**config.mk**
```make
export PLATFORM = sky130hd
export DESIGN_NAME = user_sw_event_ctrl
export DESIGN_NICKNAME = d
export VERILOG_FILES = /design/src/rtl/user_sw_pkg.sv /design/src/rtl/user_sw_press_fsm.sv /design/src/rtl/user_sw_event_ctrl.sv
export SDC_FILE = /design/constraint.sdc
export NUM_CORES = 1
export LEC_CHECK = 0
export BUFFER_PORTS_ARGS = -buffer_cell sky130_fd_sc_hd__clkbuf_2
export CAP_MARGIN = 20
export CORE_ASPECT_RATIO = 2
export CORE_UTILIZATION = 65
export DETAILED_ROUTE_END_ITERATION = 10
export GPL_ROUTABILITY_DRIVEN = 0
export GPL_TIMING_DRIVEN = 1
export PLACE_DENSITY_LB_ADDON = 0.15
export SLEW_MARGIN = 10
export SYNTH_ARGS = -nofsm -noshare
export SYNTH_HDL_FRONTEND = slang
export SYNTH_HIERARCHICAL = 1
export SYNTH_SLANG_ARGS = --single-unit
```
**constraint.sdc**
```tcl
create_clock -name iSysClk -period 6.25 [get_ports iSysClk]
set_input_delay 0.3125 -clock iSysClk [delete_from_list [all_inputs] [get_ports iSysClk]]
set_output_delay 0.3125 -clock iSysClk [all_outputs]
set_load 0.02 [all_outputs]
```
**src/rtl/user_sw_pkg.sv**
```systemverilog
// Shared types for the user switch event controller.
//   evt_type_e   : 2-bit event code presented on oEvtType
//   evt_t        : FIFO entry {event type, switch index}
//   push_state_e : per-push press sequencer states
//   src_to_evt   : maps an arbiter source number (0..11) to its event
package user_sw_pkg;

    localparam int unsigned NUM_SW  = 4;
    localparam int unsigned NUM_SRC = 12;

    typedef enum logic [1:0] {
        EVT_SHORT      = 2'b00,
        EVT_LONG       = 2'b01,
        EVT_SLIDE_RISE = 2'b10,
        EVT_SLIDE_FALL = 2'b11
    } evt_type_e;

    typedef struct packed {
        evt_type_e  evt_type;
        logic [1:0] idx;
    } evt_t;

    typedef enum logic [1:0] {
        PUSH_IDLE  = 2'b00,
        PUSH_PRESS = 2'b01,
        PUSH_HELD  = 2'b10
    } push_state_e;

    // Sources are ordered short0..3, long0..3, slide0..3; the slide type
    // comes from the level captured when the slide edge was seen.
    function automatic evt_t src_to_evt(input int unsigned src,
                                        input logic [NUM_SW-1:0] slide_lvl);
        evt_t       e;
        logic [1:0] idx;
        idx   = 2'(src % NUM_SW);
        e.idx = idx;
        case (src / NUM_SW)
            0:       e.evt_type = EVT_SHORT;
            1:       e.evt_type = EVT_LONG;
            default: e.evt_type = slide_lvl[idx] ? EVT_SLIDE_RISE : EVT_SLIDE_FALL;
        endcase
        return e;
    endfunction

endpackage

```
**src/rtl/user_sw_press_fsm.sv**
```systemverilog
// Press sequencer for one push switch.
// Ports:
//   iClk, iRstN : clock, synchronous active-low reset
//   iCke        : 1 ms tick
//   iRise/iFall : edge strobes of the debounced push level
//   oShort      : one-cycle pulse, released before the long threshold
//   oLong       : one-cycle pulse, held for pLongMs ticks (once per press)
module user_sw_press_fsm #(
    parameter int unsigned pLongMs = 1000,
    parameter int unsigned pCntW   = $clog2(pLongMs + 1)
) (
    input  logic iClk,
    input  logic iRstN,
    input  logic iCke,
    input  logic iRise,
    input  logic iFall,
    output logic oShort,
    output logic oLong
);
    import user_sw_pkg::*;

    localparam logic [pCntW-1:0] CNT_LAST = pCntW'(pLongMs - 1);
    localparam logic [pCntW-1:0] CNT_LONG = pCntW'(pLongMs);

    push_state_e      state_q, state_d;
    logic [pCntW-1:0] cnt_q, cnt_d;

    always_ff @(posedge iClk) begin
        if (!iRstN) begin
            state_q <= PUSH_IDLE;
            cnt_q   <= '0;
        end else begin
            state_q <= state_d;
            cnt_q   <= cnt_d;
        end
    end

    always_comb begin
        state_d = state_q;
        cnt_d   = cnt_q;
        oShort  = 1'b0;
        oLong   = 1'b0;
        case (state_q)
            PUSH_IDLE: begin
                if (iRise) begin
                    state_d = PUSH_PRESS;
                    cnt_d   = '0;
                end
            end
            PUSH_PRESS: begin
                // Release is tested first so it wins over a coinciding threshold tick.
                if (iFall) begin
                    oShort  = 1'b1;
                    state_d = PUSH_IDLE;
                end else if (iCke) begin
                    if (cnt_q == CNT_LAST) begin
                        cnt_d   = CNT_LONG;
                        oLong   = 1'b1;
                        state_d = PUSH_HELD;
                    end else begin
                        cnt_d = cnt_q + pCntW'(1);
                    end
                end
            end
            PUSH_HELD: begin
                if (iFall) begin
                    state_d = PUSH_IDLE;
                end
            end
            default: state_d = PUSH_IDLE;
        endcase
    end

endmodule

```
**src/rtl/user_sw_event_ctrl.sv**
```systemverilog
// User switch event controller: turns debounced push/slide levels into
// short/long/rise/fall events, arbitrates 12 pending sources into an event
// FIFO and presents the FIFO head with a valid/ready handshake.
// Ports:
//   iSysClk, iSysRst       : clock, synchronous active-low reset
//   iCke                   : 1 ms tick
//   iUserPushSw[3:0]       : debounced push levels (1 = pressed)
//   iUserSlideSw[3:0]      : debounced slide levels
//   oEvtValid/iEvtReady    : head handshake, pop on valid & ready
//   oEvtType, oEvtIdx      : head event (zero while empty)
//   oFifoCnt               : FIFO occupancy
//   oOvf, iOvfClr          : sticky coalesce flag and its clear
module user_sw_event_ctrl #(
    parameter int unsigned pLongMs    = 1000,
    parameter int unsigned pFifoDepth = 4,
    parameter int unsigned pCntW      = $clog2(pLongMs + 1)
) (
    input  logic                          iSysClk,
    input  logic                          iSysRst,
    input  logic                          iCke,
    input  logic [3:0]                    iUserPushSw,
    input  logic [3:0]                    iUserSlideSw,
    output logic                          oEvtValid,
    input  logic                          iEvtReady,
    output logic [1:0]                    oEvtType,
    output logic [1:0]                    oEvtIdx,
    output logic [$clog2(pFifoDepth):0]   oFifoCnt,
    output logic                          oOvf,
    input  logic                          iOvfClr
);
    import user_sw_pkg::*;

    localparam int unsigned PTR_W = $clog2(pFifoDepth);
    localparam int unsigned CNT_W = PTR_W + 1;

    // Priming and edge detection
    logic              primed_q, primed_d;
    logic [NUM_SW-1:0] push_prev_q, push_prev_d;
    logic [NUM_SW-1:0] slide_prev_q, slide_prev_d;
    logic [NUM_SW-1:0] push_rise, push_fall, slide_edge;

    // Press sequencer pulses
    logic [NUM_SW-1:0] short_fire, long_fire;

    // Pending flags and captured slide levels
    logic [NUM_SW-1:0] short_pend_q, short_pend_d;
    logic [NUM_SW-1:0] long_pend_q, long_pend_d;
    logic [NUM_SW-1:0] slide_pend_q, slide_pend_d;
    logic [NUM_SW-1:0] slide_lvl_q, slide_lvl_d;
    logic              ovf_q, ovf_d;
    logic              coalesce;

    // Arbiter
    logic [NUM_SRC-1:0] req, grant_vec;
    logic               grant_any;
    evt_t               wr_evt;

    // FIFO
    evt_t             mem_q [pFifoDepth];
    evt_t             mem_d [pFifoDepth];
    logic [PTR_W-1:0] wr_ptr_q, wr_ptr_d;
    logic [PTR_W-1:0] rd_ptr_q, rd_ptr_d;
    logic [CNT_W-1:0] cnt_q, cnt_d;
    logic             push, pop;
    evt_t             head;

    // Edges are masked until the previous-level registers hold real inputs,
    // so switches already active at reset generate nothing.
    always_comb begin
        primed_d     = 1'b1;
        push_prev_d  = iUserPushSw;
        slide_prev_d = iUserSlideSw;
        push_rise    = '0;
        push_fall    = '0;
        slide_edge   = '0;
        if (primed_q) begin
            push_rise  = iUserPushSw & ~push_prev_q;
            push_fall  = ~iUserPushSw & push_prev_q;
            slide_edge = iUserSlideSw ^ slide_prev_q;
        end
    end

    for (genvar gi = 0; gi < NUM_SW; gi++) begin : g_press
        user_sw_press_fsm #(
            .pLongMs (pLongMs),
            .pCntW   (pCntW)
        ) u_press (
            .iClk   (iSysClk),
            .iRstN  (iSysRst),
            .iCke   (iCke),
            .iRise  (push_rise[gi]),
            .iFall  (push_fall[gi]),
            .oShort (short_fire[gi]),
            .oLong  (long_fire[gi])
        );
    end

    // Fixed-priority grant; bit 0 (short0) is highest.
    always_comb begin
        req       = {slide_pend_q, long_pend_q, short_pend_q};
        grant_vec = '0;
        grant_any = 1'b0;
        wr_evt    = '0;
        if (cnt_q < CNT_W'(pFifoDepth)) begin
            for (int unsigned s = 0; s < NUM_SRC; s++) begin
                if (!grant_any && req[s]) begin
                    grant_any    = 1'b1;
                    grant_vec[s] = 1'b1;
                    wr_evt       = src_to_evt(s, slide_lvl_q);
                end
            end
        end
    end

    // A flag granted this cycle has already been written to the FIFO, so a
    // new fire on it is a fresh event rather than a coalesce.
    always_comb begin
        short_pend_d = (short_pend_q & ~grant_vec[3:0])  | short_fire;
        long_pend_d  = (long_pend_q  & ~grant_vec[7:4])  | long_fire;
        slide_pend_d = (slide_pend_q & ~grant_vec[11:8]) | slide_edge;
        slide_lvl_d  = (slide_lvl_q & ~slide_edge) | (iUserSlideSw & slide_edge);
        coalesce     = |(short_fire & short_pend_q & ~grant_vec[3:0])
                     | |(long_fire  & long_pend_q  & ~grant_vec[7:4])
                     | |(slide_edge & slide_pend_q & ~grant_vec[11:8]);
        ovf_d = ovf_q;
        if (coalesce) begin
            ovf_d = 1'b1;
        end else if (iOvfClr) begin
            ovf_d = 1'b0;
        end
    end

    always_comb begin
        push     = grant_any;
        pop      = oEvtValid & iEvtReady;
        mem_d    = mem_q;
        wr_ptr_d = wr_ptr_q;
        rd_ptr_d = rd_ptr_q;
        cnt_d    = cnt_q;
        if (push) begin
            mem_d[wr_ptr_q] = wr_evt;
            wr_ptr_d        = wr_ptr_q + PTR_W'(1);
        end
        if (pop) begin
            rd_ptr_d = rd_ptr_q + PTR_W'(1);
        end
        case ({push, pop})
            2'b10:   cnt_d = cnt_q + CNT_W'(1);
            2'b01:   cnt_d = cnt_q - CNT_W'(1);
            default: cnt_d = cnt_q;
        endcase
    end

    always_ff @(posedge iSysClk) begin
        if (!iSysRst) begin
            primed_q     <= 1'b0;
            push_prev_q  <= '0;
            slide_prev_q <= '0;
            short_pend_q <= '0;
            long_pend_q  <= '0;
            slide_pend_q <= '0;
            slide_lvl_q  <= '0;
            ovf_q        <= 1'b0;
            wr_ptr_q     <= '0;
            rd_ptr_q     <= '0;
            cnt_q        <= '0;
            for (int unsigned i = 0; i < pFifoDepth; i++) begin
                mem_q[i] <= '0;
            end
        end else begin
            primed_q     <= primed_d;
            push_prev_q  <= push_prev_d;
            slide_prev_q <= slide_prev_d;
            short_pend_q <= short_pend_d;
            long_pend_q  <= long_pend_d;
            slide_pend_q <= slide_pend_d;
            slide_lvl_q  <= slide_lvl_d;
            ovf_q        <= ovf_d;
            wr_ptr_q     <= wr_ptr_d;
            rd_ptr_q     <= rd_ptr_d;
            cnt_q        <= cnt_d;
            mem_q        <= mem_d;
        end
    end

    always_comb begin
        head      = mem_q[rd_ptr_q];
        oEvtValid = (cnt_q != '0);
        oEvtType  = oEvtValid ? head.evt_type : 2'b00;
        oEvtIdx   = oEvtValid ? head.idx : 2'b00;
        oFifoCnt  = cnt_q;
        oOvf      = ovf_q;
    end

endmodule

```
Yosys cells after proc, flatten, opt, wreduce, memory -nomap -nowiden. Index checks and enable logic that the tools add are counted.

Reduce and logical (&&, ||, !) cells: 45. Multiply operators: 0. Div/mod/pow operators: 0. Add/subtract/negate cells: 8. Magnitude comparators: 4. Shift operators: 0. Equal/unequal tests: 38. Bitwise operators: 29. Muxes and demuxes: 135.

Operators by type and width (count): 10-bit 2-to-1 mux (16); 10-bit case mux with 2 select lines (4); 4-bit 2-to-1 mux (17); 1-bit 2-to-1 mux (67); 4-bit AND (13); 2-bit 2-to-1 mux (22); 10-bit by 1-bit adder with 10-bit output (second input constant) (4); 10-bit equality test (second input constant) (4); 2-bit != test (second input constant) (16); 4-bit AND reduction (8); 4-bit inverter (6); 2-bit case mux with 3 select lines (4); 16-bit bitwise mux (1); 4-bit OR (4); 1-bit logical AND (12); 12-bit 2-to-1 mux (1); 3-bit by 2-bit != test with 1-bit output (second input constant) (4); 3-bit != test (second input constant) (4); 2-bit nonzero test (6); 4-bit OR reduction (3); 1-bit zero test (11); 2-bit by 1-bit equality test with 1-bit output (second input constant) (5); 2-bit equality test (second input constant) (5); 4-bit binary-select mux with 2-bit select (1); 14 further kinds (21).

Bits in latches: 0. Output and inout bits: 9. Bits in registers: 97. Memory bits (writable): 0. Input bits: 13. Memories: 0. Word-level logic and storage cells: 286. Memory bits (read-only): 0.

Logic depth before layout (Yosys ltp). Gate-level depths: netlist (run 1).

Depth after elaboration: 52. Mapped depth: 11. Depth with buffers taken out: 9.

By module. The synthesis (run 1) kept the hierarchy.

Modules (own cells, without submodules): user_sw_event_ctrl (area an instance 2412.3 µm², instances 1, cells an instance 280, sequential area each 980.9 µm²); user_sw_press_fsm at g_press[0].u_press ... (area an instance 700.7 µm², instances 3, cells an instance 87, sequential area each 240.2 µm²); user_sw_press_fsm at g_press[3].u_press (area an instance 679.4 µm², instances 1, cells an instance 87, sequential area each 240.2 µm²).

Worst setup path before layout (run 1). Ideal clock, no wire load.

Path kind: register -> register. From: reg short_pend_q[0]. To: reg cnt_q[2], in the netlist oFifoCnt[2]. Period minus slack after synthesis: 2613 ps. Stages on the path, launching flop included: 12. Setup time: 76 ps. Required time: 6174 ps. Slack: 3637 ps. Arrival time: 2537 ps. Path buffers: 2. Cell sequence: dfxtp_1 > buf_2 > nor4_1 > a41oi_1 > buf_2 > inv_1 > ha_1 > inv_1 > fa_1 > xor2_1 > or3_1 > a21boi_0.

Word-level cells in the longest chain between the ends: 48. Elaborated cells between the ends (all ways): 50. Those cells by class: 2 x eq/ne; 25 x mux; 23 x reduce/logical.

RTL lines: start: declaration (line user_sw_event_ctrl.sv:46) `logic [NUM_SW-1:0] short_pend_q, short_pend_d;`; start signal: assignment (line user_sw_event_ctrl.sv:174) `short_pend_q <= short_pend_d;`; 1-bit 2-to-1 mux (*) (line user_sw_event_ctrl.sv:106) `if (!grant_any && req[s]) begin`; 1-bit 2-to-1 mux (*) (line user_sw_event_ctrl.sv:104) `if (cnt_q < CNT_W'(pFifoDepth)) begin`; 1-bit zero test (line user_sw_event_ctrl.sv:106); 1-bit logical AND (line user_sw_event_ctrl.sv:106); 1-bit 2-to-1 mux (*) (line user_sw_event_ctrl.sv:106); 1-bit 2-to-1 mux (*) (line user_sw_event_ctrl.sv:104); 1-bit zero test (line user_sw_event_ctrl.sv:106); 1-bit logical AND (line user_sw_event_ctrl.sv:106); [... 32 more ...]; 1-bit 2-to-1 mux (*) (line user_sw_event_ctrl.sv:106); 1-bit 2-to-1 mux (*) (line user_sw_event_ctrl.sv:104); 1-bit zero test (line user_sw_event_ctrl.sv:106); 1-bit logical AND (line user_sw_event_ctrl.sv:106); 1-bit 2-to-1 mux (*) (line user_sw_event_ctrl.sv:106); 1-bit 2-to-1 mux (*) (line user_sw_event_ctrl.sv:104); 2-bit by 1-bit equality test with 1-bit output or 2-bit equality test (tied branches) (line user_sw_event_ctrl.sv:147) `case ({push, pop})`; 3-bit case mux with 2 select lines or 2-bit nonzero test (tied branches); end signal: assignment (line user_sw_event_ctrl.sv:181) `cnt_q <= cnt_d;`; end: declaration (line user_sw_event_ctrl.sv:63) `logic [CNT_W-1:0] cnt_q, cnt_d;`.

Mark *: on every way between the ends. The rest lies on a longest branch, timed or not. The select of a mux whose other input is x is not followed. A chain may end at the register's enable or synchronous reset.

Final worst setup path (run 1).
From: reg long_pend_q[0]. To: reg cnt_q[2], in the netlist oFifoCnt[2].

Word-level cells in the longest chain between the ends: 33. Elaborated cells between the ends (all ways): 35. Those cells by class: 2 x eq/ne; 17 x mux; 16 x reduce/logical.

RTL lines: start: declaration (line user_sw_event_ctrl.sv:47) `logic [NUM_SW-1:0] long_pend_q, long_pend_d;`; start signal: assignment (line user_sw_event_ctrl.sv:175) `long_pend_q <= long_pend_d;`; 1-bit logical AND (*) (line user_sw_event_ctrl.sv:106); 1-bit 2-to-1 mux (*) (line user_sw_event_ctrl.sv:106); 1-bit 2-to-1 mux (*) (line user_sw_event_ctrl.sv:104); 1-bit zero test (line user_sw_event_ctrl.sv:106); 1-bit logical AND (line user_sw_event_ctrl.sv:106); 1-bit 2-to-1 mux (*) (line user_sw_event_ctrl.sv:106); 1-bit 2-to-1 mux (*) (line user_sw_event_ctrl.sv:104); 1-bit zero test (line user_sw_event_ctrl.sv:106); [... 17 more ...]; 1-bit 2-to-1 mux (*) (line user_sw_event_ctrl.sv:106); 1-bit 2-to-1 mux (*) (line user_sw_event_ctrl.sv:104); 1-bit zero test (line user_sw_event_ctrl.sv:106); 1-bit logical AND (line user_sw_event_ctrl.sv:106); 1-bit 2-to-1 mux (*) (line user_sw_event_ctrl.sv:106); 1-bit 2-to-1 mux (*) (line user_sw_event_ctrl.sv:104); 2-bit by 1-bit equality test with 1-bit output or 2-bit equality test (tied branches) (line user_sw_event_ctrl.sv:147); 3-bit case mux with 2 select lines or 2-bit nonzero test (tied branches).

Marks and branches as above.

==> results of run 1 <==
flip-flops by register name, summed over array words and instances, names as in the netlist, named ones only:
| register | flops |
|---|---|
| g_press.u_press/cnt_q | 40 |
| mem_q | 16 |
| g_press.u_press/state_q | 8 |
| long_pend_q | 4 |
| push_prev_q | 4 |
| short_pend_q | 4 |
| slide_pend_q | 4 |
| slide_prev_q | 4 |
| oFifoCnt | 3 |
| rd_ptr_q | 2 |
| wr_ptr_q | 2 |
| oOvf | 1 |
| primed_q | 1 |
Yosys cell counts (4+ instances only):
master / count / area (µm²)
a21boi_1: 4 / 30.0
a21o_1: 4 / 30.0
a21oi_1: 45 / 225
a22oi_1: 4 / 30.0
a311oi_1: 4 / 35.0
a41oi_1: 5 / 43.8
and2_1: 20 / 125
and3_1: 11 / 68.8
and3b_1: 4 / 35.0
buf_2: 10 / 50.1
clkbuf_1: 11 / 41.3
dfxtp_1: 97 / 1940
ha_1: 9 / 113
inv_1: 12 / 45.0
mux4_2: 4 / 90.1
nand2_1: 61 / 229
nand2b_1: 8 / 50.1
nand3_1: 39 / 195
nand3b_1: 6 / 45.0
nand4_1: 16 / 100
nand4b_1: 5 / 43.8
nor2_1: 53 / 199
nor2b_1: 16 / 100
nor3_1: 9 / 45.0
nor3b_1: 4 / 30.0
nor4_1: 5 / 31.3
nor4bb_1: 6 / 60.1
o211ai_1: 7 / 52.6
o21a_1: 11 / 82.6
o21ai_0: 42 / 210
o22ai_1: 4 / 25.0
or3_1: 7 / 43.8
or4_1: 8 / 60.1
xor2_1: 7 / 61.3
layer usage:
| layer | part of all wire | routed length [µm] | vias up |
|---|---|---|---|
| met3 | 0.035 | 413 | 31 |
| li1 | - | - | 2341 |
| met2 | 0.53 | 6320 | 131 |
| met5 | 0 | 0 | - |
| met4 | 0.033 | 391 | 0 |
| met1 | 0.40 | 4790 | 2267 |
power groups by stage:
| stage | clock network, W | registers [W] | logic [W] |
|---|---|---|---|
| 4_1_cts | 0.000690 | 0.000700 | 0.000297 |
| 3_3_place_gp | 0 | 0.000712 | 0.000284 |
| 2_1_floorplan | 0 | 0.000699 | 0.000232 |
| 6_report | 0.000684 | 0.000701 | 0.000298 |
| 3_5_place_dp | 0 | 0.000714 | 0.000291 |
| 5_1_grt | 0.000715 | 0.000709 | 0.000332 |
layout make-up:
| cell class | count | area, µm² |
|---|---|---|
| flip-flops and latches | 97 | 1940 |
| repair buffers | 23 | 120 |
| multi-input cells | 492 | 3080 |
| inverters | 16 | 60.1 |
| clock inverters | 5 | 125 |
| clock buffers | 11 | 253 |
| fillers | 596 | 1960 |
| well taps | 94 | 118 |
final timing paths:
kind                  start              to  slack, ps  cells past startpoint
min          iUserPushSw[2]  push_prev_q[2]        210                      2
min reg2reg        mem_q[3]        mem_q[3]        450                      2
max reg2reg  long_pend_q[0]     oFifoCnt[2]       3390                     10
max          long_pend_q[0]     oFifoCnt[2]       3390                     10
cell families (layout without fill, tap and decap cells):
kind of cell | Yosys count | count (layout) | synth area share
AND/OR/NAND/NOR | 304 | 304 | 0.330
multiplexers | 7 | 7 | 0.0231
flip-flops | 97 | 97 | 0.374
XOR/XNOR | 10 | 10 | 0.0169
AO/OA/AOI/OAI | 161 | 161 | 0.198
buffers and inverters | 39 | 55 | 0.0335
adder cells (fa/ha/maj) | 10 | 10 | 0.0255
stage by stage:
stage | cells | hold slack (ps) | util | instance area, µm² | setup WS, ps
6_report | 738 | 207 | 0.744 | 5700 | 3390
4_1_cts | 738 | 201 | 0.744 | 5700 | 3520
2_1_floorplan | 628 | 340 | - | 5190 | 3640
3_3_place_gp | 722 | 442 | 0.694 | 5320 | 3630
3_5_place_dp | 722 | 445 | 0.694 | 5320 | 3540
5_1_grt | 738 | 202 | 0.744 | 5700 | 3320
==> qor.yml, run 1 <==
outcome: "finished clean"
cp_slowest_stage_delay_ps: 640
vdd_drop_max_uv: 260
finalSetupViolations: 0
critPathBufInv: 3
hold_violations: 0
grt-ovfl-total: 0
grt_use_met3: 0.0443
p_seq_frac: 0.417
fin_crit_sh: 0.457
initial_core_util: 0.678
n_antenna_cell: 0
dp_hpwl_um: 8370
synth-seq-area-share: 0.374
critPathMaxFanout: 16
rsz0062_at_grt: "false"
synth-seq-cells: 97
worst_pin_slew_ps: 842
cts_resized: 0
fmax_mhz: 350
required_ps: 6520
syn_to_final_growth_pct: 9.66
p_switching_w: 0.000455
dieArea_mm2: 0.00837
comb_power_share: 0.177
cp_cell_sequence: "nor4_1, a41oi_1, buf_4, inv_1, ha_1, inv_1, fa_1, xor2_1, or3_1, a21boi_0"
postCtsSetupBuffers: 0
power_density_mw_per_mm2: 295
startpoint_type: "flip-flop"
cts_tree: "done"
first_pass_iters: 5
grt_pass1_vias: 4502
fin_nets: 662
drc: 0
crit_type: "flip-flop to flip-flop"
slowest_stage: "nor4_1"
syn_inst: 628
final_common_cell: "dfxtp_1"
ys_types: 70
swShare: 0.270
p_leak_nw: 2.07
grt_pass1_wl_um: 20200
ctsHtreeMaxLevel: 3
clkPwrFrac: 0.407
grt_use_total: 0.302
vias_per_cell: 6.46
final_layout_size_suffix_gt1_frac: 0.0963
synth_edf_count: 0
cp-end-kind: "flip-flop"
power_w: 0.00168
final.setup.tns_ps: 0
core_area_mm2: 0.00766
maxSlewHeadroom: 0.433
clock-root-buffer: "clkbuf_16"
numCtsBuffers: 9
fin_crit_ps: 2860
drtAntennaViolNets: 0
p_int_w: 0.00123
syn_avg_cell_area_um2: 8.27
die_x_um: 65.2
async_flop_share: 0
die_h_um: 128
maxCapViolCount: 0
rows: 45
dr_total_vias: 4770
synth_nets: 651
cts.sinks: 97
wl_per_cell_um: 16.1
drt_first_iter_violations: 431
use_met1: 0.338
crit_family: "simple AND/OR/NAND/NOR gates"
cts_buffer_depth: 2
syn_area_mm2: 0.00519
grt_max_degree: 44
final_cell_mix: "dfxtp_1 (97), nand2_1 (61), nor2_1 (53), a21oi_1 (45), o21ai_0 (42)"
totalWireLength_um: 11900
ys_warn_count: 6
worstSkewPairLatency_ps: 340
clk_pin_slew_ps: 70
grtUsageMet2: 0.538
min_path_type: "input pin to flip-flop"
clock_skew_ps: 5.98
antenna_found_initial: 0
hold_buffers: 0
cp_data_arrival_time_ps: 3130
io_pins: 22
ys.flop_type: "dfxtp_1"
grt_busiest_layer: "met2"
slew_viol_final: 0
cpMostUsedCell: "inv_1"
io_buffers: 21
No activity file was read; power rests on OpenSTA's default activity.
==> run 2: changes to the inputs <==
CORE_UTILIZATION = 62   (was 65)
clock period = 3 ns   (was 6.25 ns; I/O delays follow)
==> run 2 against run 1 <==
Net effect:
- critical path depth down 1
- hold slack worse by 170 ps
- clock power up 78%
- combinational power up 110%
- global-route usage down 0.64 points
- sequential power up 110%
==> qor.yml, run 2 (synthesis results as in run 1) <==
outcome: "finished clean"
min_path_cells: 2
grt_use_total: 0.296
finalSetupViolations: 0
grt_max_degree: 49
drtAntennaViolNets: 0
numCtsBuffers: 9
rsz0062_at_grt: "false"
cp_slowest_stage_delay_ps: 500
rows: 46
power_density_mw_per_mm2: 584
final_layout_size_suffix_gt1_frac: 0.0977
dieArea_mm2: 0.00877
cp_cell_sequence: "nor4_1, a41oi_1, inv_1, ha_1, inv_1, fa_1, xor2_1, or3_1, a21boi_0"
maxSlewHeadroom: 0.358
critPathBufInv: 2
startpoint_type: "flip-flop"
die_x_um: 66.7
required_ps: 3260
wl_per_cell_um: 16.3
clock-root-buffer: "clkbuf_16"
worst_pin_slew_ps: 954
critPathMaxFanout: 8
cts_buffer_depth: 2
slowest_stage: "nor4_1"
hold_buffers: 0
min_path_type: "input pin to flip-flop"
die_h_um: 131
crit_type: "flip-flop to flip-flop"
placed_area_mm2: 0.00533
vias_per_cell: 6.41
first_pass_iters: 5
io_buffers: 21
seqCellArea_mm2: 0.00194
clk_pin_slew_ps: 70
initial_core_util: 0.649
cts.sinks: 97
cts_resized: 0
grt_pass1_vias: 4510
dp.cells: 725
r2r_slack_ps: 320
grt-ovfl-total: 0
largestRegisters: "g_press.u_press/cnt_q: 40 flops, mem_q: 16 flops, g_press.u_press/state_q: 8 flops"
fill_cells: 642
worst-r2r-cell-count: 9
finalNonFillerCells: 741
drt_first_iter_violations: 333
worstHoldStart: "iUserPushSw[0]"
n_antenna_cell: 0
timing.rr.end: "oFifoCnt[2]"
fmax_mhz: 374
postLayoutCellArea_mm2: 0.00565
cts_tree: "done"
core_area_mm2: 0.00800
totalWireLength_um: 12100
slew_viol_final: 0
cpMostUsedCell: "inv_1"
io_pins: 22
drc: 0
cp-end-kind: "flip-flop"
cp_data_arrival_time_ps: 2940
vdd_drop_max_uv: 593
maxCapViolCount: 0
crit_family: "simple AND/OR/NAND/NOR gates"
fin_crit_ps: 2680
hold_violations: 0
final_common_cell: "dfxtp_1"
largest_reg_flops: 40
dr_total_vias: 4752
fin_nets: 663
clock_skew_ps: 6.44
ctsHtreeMaxLevel: 3
multi_input_area_mm2: 0.00308
p_leak_nw: 2.05
fin_crit_sh: 0.892
syn_to_final_growth_pct: 8.87
final_cell_mix: "dfxtp_1 (97), nand2_1 (61), nor2_1 (53), a21oi_1 (45), o21ai_0 (42)"
top_register: "g_press.u_press/cnt_q"
rr_startpoint: "long_pend_q[0]"
dp_hpwl_um: 8520
final.setup.tns_ps: 0
postCtsSetupBuffers: 0
antenna_found_initial: 0
grt_pass1_wl_um: 20500
worstSkewPairLatency_ps: 340
whs_endpoint: "push_prev_q[0]"
==> run 2: changes by cell type in the layout (fill, tap and decap cells not counted), sizes merged <==
cell / change
buf: +1
clkinvlp: +1
clkbuf: +2
bufinv: -3
==> run 2: worst reg2reg max path, cell delays in order, from the launching register on <==
cell and delay (ps):
dfxtp_1 380, nor4_1 500, a41oi_1 310, inv_1 120, ha_1 190, inv_1 70
fa_1 380, xor2_1 160, or3_1 300, a21boi_0 190
==> run 2: layout make-up <==
cell class	instances	share of cell area
clock inverters	3	0.00819
repair buffers	24	0.0226
clock buffers	13	0.0496
inverters	16	0.0106
flip-flops and latches	97	0.343
well taps	96	0.0212
multi-input cells	492	0.544
==> run 2: per-layer routing <==
metal | vias to the layer above | track usage | share of wire | routed length (µm)
met4 | 0 | 0.138 | 0.030 | 357
met3 | 27 | 0.0486 | 0.029 | 356
li1 | 2344 | - | - | -
met2 | 96 | 0.520 | 0.54 | 6530
met5 | - | 0 | 0 | 0
met1 | 2285 | 0.332 | 0.40 | 4830
==> run 2: power by group <==
| group | switching [W] | internal [W] | leakage [nW] |
|---|---|---|---|
| Combinational | 0.000377 | 0.000251 | 1.11 |
| Sequential | 0.0000917 | 0.00137 | 0.788 |
| Clock | 0.000480 | 0.000738 | 0.158 |
| Total | 0.000948 | 0.00236 | 2.05 |
==> run 2: worst max path at each step <==
stage | endpoint | slack [ps] | startpoint | depth (start not counted)
detailed placement | oFifoCnt[2] | 380 | long_pend_q[0] | 9
global placement | oFifoCnt[2] | 550 | long_pend_q[0] | 9
finish | oFifoCnt[2] | 320 | long_pend_q[0] | 9
global route | oFifoCnt[2] | 150 | long_pend_q[0] | 9
floorplan | oFifoCnt[2] | 390 | short_pend_q[0] | 11
CTS | oFifoCnt[2] | 360 | long_pend_q[0] | 9
==> run 2: through the flow <==
step / hold slack [ps] / power, W / worst slack (ps) / utilization
after global placement: 380 / 0.00208 / 548 / 0.666
after global routing: 40.5 / 0.00347 / 148 / 0.707
after detailed placement: 384 / 0.00211 / 375 / 0.666
after CTS: 26.8 / 0.00333 / 361 / 0.707
final: 34.9 / 0.00330 / 325 / 0.707
after floorplan: 178 / 0.00194 / 387 / -
==> run 3: changes to the inputs <==
PLACE_DENSITY = 0.8   (was default)
PLACE_DENSITY_LB_ADDON = default   (was 0.15)
==> run 3 against run 2 <==
Net effect:
- critical path depth unchanged
- via count rose by 2.7%
- clock skew about the same
==> qor.yml, run 3 (synthesis results as in run 1) <==
syn_to_final_growth_pct: 9.08
finalNonFillerCells: 742
io_pins: 22
seqCellArea_mm2: 0.00194
ctsHtreeMaxLevel: 3
postCtsSetupBuffers: 0
fmax_mhz: 388
vdd_drop_max_uv: 536
dp_hpwl_um: 8580
cp_data_arrival_time_ps: 2850
worst_pin_slew_ps: 995
numCtsBuffers: 9
power_density_mw_per_mm2: 589
cts_buffer_depth: 2
required_ps: 3270
top_register: "g_press.u_press/cnt_q"
fin_nets: 664
drc: 0
worst-r2r-cell-count: 9
core_area_mm2: 0.00800
cpMostUsedCell: "inv_1"
worstSkewPairLatency_ps: 340
fin_crit_ps: 2580
grt_use_total: 0.294
path_depth: 9
die_x_um: 66.7
startpoint_type: "flip-flop"
grt-ovfl-total: 0
cts.sinks: 97
first_pass_iters: 6
cp_slowest_stage_delay_ps: 540
largest_reg_flops: 40
dr_total_vias: 4879
final_layout_size_suffix_gt1_frac: 0.0991
largestRegisters: "g_press.u_press/cnt_q: 40 flops, mem_q: 16 flops, g_press.u_press/state_q: 8 flops"
drt_first_iter_violations: 390
final_common_cell: "dfxtp_1"
cp_cell_sequence: "nor4_1, a41oi_1, inv_1, ha_1, inv_1, fa_1, xor2_1, or3_1, a21boi_0"
critPathBufInv: 2
cp-end-kind: "flip-flop"
antenna_found_initial: 0
slowest_stage: "nor4_1"
vias_per_cell: 6.58
fill_cells: 642
die_h_um: 131
grt_max_degree: 30
totalWireLength_um: 12100
p_leak_nw: 2.06
r2r_slack_ps: 420
n_antenna_cell: 0
rows: 46
maxSlewHeadroom: 0.331
final.setup.tns_ps: 0
fin_crit_sh: 0.859
cts_tree: "done"
cts_resized: 0
clock-root-buffer: "clkbuf_16"
min_path_cells: 2
clk_pin_slew_ps: 70
grt_pass1_vias: 4590
maxCapViolCount: 0
hold_buffers: 0
multi_input_area_mm2: 0.00308
clock_skew_ps: 6.36
io_buffers: 21
critPathMaxFanout: 8
rsz0062_at_grt: "false"
grt_pass1_wl_um: 20500
slew_viol_final: 0
finalSetupViolations: 0
drtAntennaViolNets: 0
dp.cells: 726
outcome: "finished clean"
crit_family: "simple AND/OR/NAND/NOR gates"
utilization: 0.708
final_cell_mix: "dfxtp_1 (97), nand2_1 (61), nor2_1 (53), a21oi_1 (45), o21ai_0 (42)"
hold_violations: 0
initial_core_util: 0.649
min_path_type: "input pin to flip-flop"
crit_type: "flip-flop to flip-flop"
wl_per_cell_um: 16.2
dieArea_mm2: 0.00877
[run 3: cell count changes in the layout (fill, tap and decap cells not counted)]
cell / change
buf_4: +1
bufinv_16: +1
clkbuf_8: -2
clkinv_2: +2
clkinv_4: -1
[run 3: final timing paths]
| kind | endpoint | startpoint |
|---|---|---|
| hold / removal | push_prev_q[0] | iUserPushSw[0] |
| hold reg to reg | mem_q[7] | mem_q[7] |
| setup / recovery | oFifoCnt[2] | long_pend_q[0] |
| setup reg to reg | oFifoCnt[2] | long_pend_q[0] |
[run 3: routing by layer]
| layer | global-route usage | wire length [µm] | vias to the layer above |
|---|---|---|---|
| met5 | 0 | 0 | - |
| met4 | 0.139 | 408 | 0 |
| met3 | 0.0530 | 518 | 37 |
| met2 | 0.516 | 6460 | 173 |
| li1 | - | - | 2350 |
| met1 | 0.328 | 4660 | 2319 |
[run 3: area by class of cell]
type,count,area share
multi-input cells,492,0.543
flip-flops and latches,97,0.343
clock inverters,5,0.0137
clock buffers,11,0.0446
repair buffers,25,0.0239
well taps,96,0.0212
inverters,16,0.0106
[run 3: per-stage QoR]
step           total power [W]  instance area [µm²]  hold WS [ps]  setup slack (ps)
2_1_floorplan          0.00194                 5190           178               387
3_3_place_gp           0.00208                 5340           378               526
3_5_place_dp           0.00211                 5340           382               439
4_1_cts                0.00335                 5670          34.4               417
5_1_grt                0.00349                 5670          36.0               167
6_report               0.00333                 5670          38.6               423
[run 3: worst register-to-register path: stages (launching register included)]
cell,delay [ps]
dfxtp_1,370
nor4_1,550
a41oi_1,250
inv_1,100
ha_1,180
inv_1,70
fa_1,370
xor2_1,160
or3_1,300
a21boi_0,160
[run 3: report_power, final]
group          leakage (nW)  switching [W]  total (W)  internal (W)
clock                 0.162       0.000479    0.00125      0.000773
combinational          1.11       0.000374   0.000625      0.000251
sequential            0.788      0.0000913    0.00146       0.00137
total                  2.06       0.000944    0.00333       0.00239
